--- config.mk ---
export PLATFORM = sky130hd
export DESIGN_NAME = usb_rx_delay_buf
export DESIGN_NICKNAME = d
export VERILOG_FILES = /design/src/rtl/usb_rx_delay_buf.sv
export SDC_FILE = /design/constraint.sdc
export NUM_CORES = 1
export LEC_CHECK = 0
export ABC_AREA = 1
export BUFFER_PORTS_ARGS = -buffer_cell sky130_fd_sc_hd__buf_2
export CAP_MARGIN = 20
export CORE_AREA = 2 2 52 78
export DETAILED_ROUTE_END_ITERATION = 8
export DIE_AREA = 0 0 54 80
export GPL_TIMING_DRIVEN = 0
export PLACE_DENSITY = 0.87
export REMOVE_ABC_BUFFERS = 1
export SLEW_MARGIN = 20
export SYNTH_ARGS = -nofsm -noshare
export SYNTH_HDL_FRONTEND = slang
export SYNTH_SLANG_ARGS = --single-unit
--- constraint.sdc ---
create_clock -name clk -period 2.5 [get_ports clk]
set_clock_uncertainty 0.05 [all_clocks]
set_input_delay 0.5 -clock clk [delete_from_list [all_inputs] [get_ports clk]]
set_output_delay 0.5 -clock clk [all_outputs]
set_load 0.02 [all_outputs]
--- src/rtl/usb_rx_delay_buf.sv ---
// USB receive delay buffer: withholds the trailing DEPTH words (CRC) of a packet and
// releases older words as payload. Optional byte counter: define USB_RX_DELAY_BUF_BYTE_CNT_EN.
module usb_rx_delay_buf #(
   parameter int DATA_W = 8,
   parameter int DEPTH  = 2,
   localparam int CNT_W = $clog2(DEPTH + 1)
) (
   input  logic                      clk,
   input  logic                      rst,
   input  logic                      load_buf,
   input  logic                      flush,
   input  logic                      eop,
   input  logic [DATA_W-1:0]         p_out,
   output logic [DATA_W-1:0]         rcv_data,
   output logic                      rcv_valid,
   output logic [CNT_W-1:0]          fill_cnt,
   output logic [DEPTH*DATA_W-1:0]   tail_data,
   output logic [CNT_W-1:0]          tail_len,
   output logic                      tail_valid
`ifdef USB_RX_DELAY_BUF_BYTE_CNT_EN
   ,
   output logic [15:0]               byte_cnt
`endif
);

   logic [DATA_W-1:0]       stage_q [DEPTH];
   logic [DATA_W-1:0]       stage_d [DEPTH];
   logic [CNT_W-1:0]        fill_q, fill_d;
   logic [DATA_W-1:0]       rcv_data_q, rcv_data_d;
   logic                    rcv_valid_q, rcv_valid_d;
   logic [DEPTH*DATA_W-1:0] tail_data_q, tail_data_d;
   logic [CNT_W-1:0]        tail_len_q, tail_len_d;
   logic                    tail_valid_q, tail_valid_d;
   logic                    full;

   assign full = (fill_q == CNT_W'(DEPTH));

   // NOTE: every always_comb output gets a default first so no path can infer a latch.
   always_comb begin
      stage_d      = stage_q;
      fill_d       = fill_q;
      rcv_data_d   = rcv_data_q;
      rcv_valid_d  = 1'b0;
      tail_data_d  = tail_data_q;
      tail_len_d   = tail_len_q;
      tail_valid_d = 1'b0;

      if (flush) begin
         for (int i = 0; i < DEPTH; i++) stage_d[i] = '0;
         fill_d      = '0;
         rcv_data_d  = '0;
         tail_data_d = '0;
         tail_len_d  = '0;
      end else begin
         if (load_buf) begin
            if (full) begin
               rcv_data_d  = stage_q[DEPTH-1];
               rcv_valid_d = 1'b1;
            end else begin
               fill_d = fill_q + CNT_W'(1);
            end
            for (int i = DEPTH - 1; i > 0; i--) stage_d[i] = stage_q[i-1];
            stage_d[0] = p_out;
         end
         // Tail sees the post-load chain; stage i lands in slice i so the newest word is at the LSB.
         if (eop) begin
            tail_data_d = '0;
            for (int i = 0; i < DEPTH; i++) begin
               if (CNT_W'(i) < fill_d) tail_data_d[i*DATA_W +: DATA_W] = stage_d[i];
            end
            tail_len_d   = fill_d;
            tail_valid_d = 1'b1;
            for (int i = 0; i < DEPTH; i++) stage_d[i] = '0;
            fill_d = '0;
         end
      end
   end

   // NOTE: sequential state uses non-blocking assignments so all registers update together.
   // NOTE: the stage array is small and must read as zero in reset, so it is reset like any flop.
   always_ff @(posedge clk or posedge rst) begin
      if (rst) begin
         for (int i = 0; i < DEPTH; i++) stage_q[i] <= '0;
         fill_q       <= '0;
         rcv_data_q   <= '0;
         rcv_valid_q  <= 1'b0;
         tail_data_q  <= '0;
         tail_len_q   <= '0;
         tail_valid_q <= 1'b0;
      end else begin
         stage_q      <= stage_d;
         fill_q       <= fill_d;
         rcv_data_q   <= rcv_data_d;
         rcv_valid_q  <= rcv_valid_d;
         tail_data_q  <= tail_data_d;
         tail_len_q   <= tail_len_d;
         tail_valid_q <= tail_valid_d;
      end
   end

   assign rcv_data   = rcv_data_q;
   assign rcv_valid  = rcv_valid_q;
   assign fill_cnt   = fill_q;
   assign tail_data  = tail_data_q;
   assign tail_len   = tail_len_q;
   assign tail_valid = tail_valid_q;

`ifdef USB_RX_DELAY_BUF_BYTE_CNT_EN
   logic [15:0] byte_cnt_q, byte_cnt_d;

   // Packet boundaries clear the count even when the same edge also releases a word.
   always_comb begin
      byte_cnt_d = byte_cnt_q;
      if (flush || eop) begin
         byte_cnt_d = '0;
      end else if (rcv_valid_d && (byte_cnt_q != 16'hFFFF)) begin
         byte_cnt_d = byte_cnt_q + 16'd1;
      end
   end

   always_ff @(posedge clk or posedge rst) begin
      if (rst) byte_cnt_q <= '0;
      else     byte_cnt_q <= byte_cnt_d;
   end

   assign byte_cnt = byte_cnt_q;
`endif

endmodule

==> impl_metrics.env <==
export IMPL_outcome="complete, no violations"
export IMPL_insertedDiodeCount=0
export IMPL_syn_area_um2=1990
export IMPL_cp_end_kind="flip-flop"
export IMPL_rsz0062_at_grt="no"
export IMPL_drive_above_1_share=0.198
export IMPL_io_buffers=42
export IMPL_fmax_ghz=0.587
export IMPL_placedCellCount=323
export IMPL_syn_to_final_growth_pct=17.1
export IMPL_ys_types=16
export IMPL_grt_use_total=0.201
export IMPL_syn_avg_cell_area_um2=8.21
export IMPL_die_x_um=54
export IMPL_cts_sinks=46
export IMPL_viasPerCell=4.70
export IMPL_setup_tns_ns=0
export IMPL_start_util=0.547
export IMPL_hold_ws_ns=0.182
export IMPL_ir_drop_mv=0.409
export IMPL_grt_pass1_vias=1529
export IMPL_r2r_start="fill_cnt[0]"
export IMPL_drcViolationCount=0
export IMPL_hold_path_class="in -> async"
export IMPL_cp_arrival_ns=1.89
export IMPL_met1_length_um=1450
export IMPL_synthAdderAreaFrac=0.0125
export IMPL_clockBufferDepth=2
export IMPL_hpwl_um=2870
export IMPL_slew_headroom=0.650
export IMPL_synth_top_family_by_area="simple AND/OR/NAND/NOR gates"
export IMPL_coreArea_um2=3650
export IMPL_antenna_found_initial=0
export IMPL_vias=1555
export IMPL_final_nets=302
export IMPL_post_cts_buffers=0
export IMPL_critPathRequiredTime_ns=2.68
export IMPL_io_pins=43
export IMPL_mostFrequentLayoutCells="98 x nand2_1, 46 x dfrtp_1, 42 x buf_2, 29 x inv_1, 26 x nor2_1"
export IMPL_ys_seq_elements=46
export IMPL_leakage_nw=1.35
export IMPL_wl_met3_um=143
export IMPL_final_common_cell="nand2_1"
export IMPL_final_setup_viol_count=0
export IMPL_cts_root_buf="clkbuf_8"
export IMPL_overflow=0
export IMPL_hold_violations=0
export IMPL_reg2reg_depth=8
export IMPL_synth_mux_area_frac=0
export IMPL_top_layer_used="met4"
export IMPL_pre_cts_slack_ns=0.452
export IMPL_cts_resized_gates=0
export IMPL_criticalPathCategory="in -> reg"
export IMPL_gp_congestion=0.794
export IMPL_slowest_stage="buf_2"
export IMPL_clk_latency_ns=0.30
export IMPL_drtAntennaViolNets=0
export IMPL_drv_cap=0
export IMPL_cp_max_fo=29
export IMPL_start_kind="input pin"
export IMPL_fin_ws_ns=0.797
export IMPL_dr_pass1_iters=4
export IMPL_die_area_um2=4320
export IMPL_num_rows=27
export IMPL_clk_pin_slew_ns=0.08
export IMPL_path_cells="buf_2, clkinv_1, nand2_1, nand2_1, nand2_1, nand2_1, nand2_1"
export IMPL_synthSimpleGateAreaFrac=0.277
export IMPL_grt_pass1_wl_um=6290
export IMPL_grt_max_degree=30
export IMPL_wl_met2_um=2070
export IMPL_finalPower_mw=1.37
export IMPL_reg2reg_slack_ns=0.96
export IMPL_postSynthCellCount=243
export IMPL_layout_cells_non_filler=331
export IMPL_drt_iter0_drc=27
export IMPL_synth_xor_area_share=0
export IMPL_fin_crit_sh=0.681
export IMPL_yosysWarnings=0
export IMPL_postCtsHoldBufs=0
export IMPL_fin_crit_ns=1.70
export IMPL_drv_slew=0
export IMPL_wl_per_cell_um=11.4
export IMPL_power_density_nw_per_um2=586
export IMPL_wirelength_um=3760
export IMPL_synth_compound_area_frac=0.0452
export IMPL_htreeDepth=2
export IMPL_critPathMaxStageDelay_ns=0.36
export IMPL_cp_common_cell="nand2_1"
export IMPL_r2r_end="tail_data[5]"
export IMPL_yosysSeqAreaShare=0.577
export IMPL_nFillCells=318
export IMPL_worst_pin_slew_ns=0.524
export IMPL_numCtsBuffers=5
export IMPL_cts_tree="yes"
export IMPL_die_h_um=80
==> worst max-delay path by stage <==
| stage | slack (ns) | depth (start not counted) | to | start |
|---|---|---|---|---|
| 6_report | 0.80 | 7 | tail_data[5] | load_buf |
| 3_3_place_gp | 0.35 | 2 | tail_data[4] | rst |
| 3_5_place_dp | 0.45 | 7 | tail_data[5] | load_buf |
| 5_1_grt | 0.56 | 7 | tail_data[4] | load_buf |
| 2_1_floorplan | 0.86 | 1 | fill_cnt[0] | rst |
| 4_1_cts | 0.77 | 7 | tail_data[5] | load_buf |
==> per-layer routing <==
metal  GRT usage  vias up
met2       0.350       30
met3      0.0468        9
li1            -      815
met1       0.215      701
met4       0.108        0
met5           0        -
==> logic make-up after synthesis <==
kind of cell               after synthesis
AOI/OAI and AO/OA                       18
adders and majority gates                2
buffers and inverters                   41
DFF                                     46
and+or+nand+nor                        136
==> registers in the layout (all words and copies together), names as in the netlist <==
register    cells
tail_data      16
tail_len        2
rcv_valid       1
rcv_data        8
stage_q        16
tail_valid      1
fill_cnt        2
==> worst max-delay path: cells and delay by family <==
kind / cells / cell delay (ns)
buffers and inverters: 2 / 0.72
AND/OR/NAND/NOR: 5 / 0.66
==> cell usage after synthesis, drive strengths merged <==
cell / n / area [um2]
buf: 6 / 41.3
nand2: 98 / 368
ha: 2 / 25.0
inv: 33 / 126
dfrtp: 46 / 1150
clkinv: 2 / 7.51
nand3: 9 / 45.0
o21ai: 18 / 90.1
nor2: 29 / 140
==> report_power, final <==
group | leakage (nW) | switching (mW) | internal (mW) | total (mW)
Clock | 0.0482 | 0.231 | 0.223 | 0.454
Combinational | 0.665 | 0.102 | 0.0418 | 0.144
Sequential | 0.633 | 0.00906 | 0.762 | 0.771
Total | 1.35 | 0.343 | 1.03 | 1.37
==> cell type report <==
class	instances	area, um2	area share
clock buffer	7	86.3	0.0370
clock inverter	1	5.00	0.00214
inverter	35	134	0.0573
multi-input combinational	156	668	0.286
sequential	46	1150	0.493
tap	43	53.8	0.0230
timing repair buffer	43	238	0.102
==> through the flow <==
step | utilization | area, um2
finish | 0.640 | 2340
global route | 0.640 | 2340
CTS | 0.640 | 2340
detailed placement | 0.615 | 2240
global placement | 0.608 | 2220
floorplan | - | 1950
No activity file was read; power rests on OpenSTA's default activity.
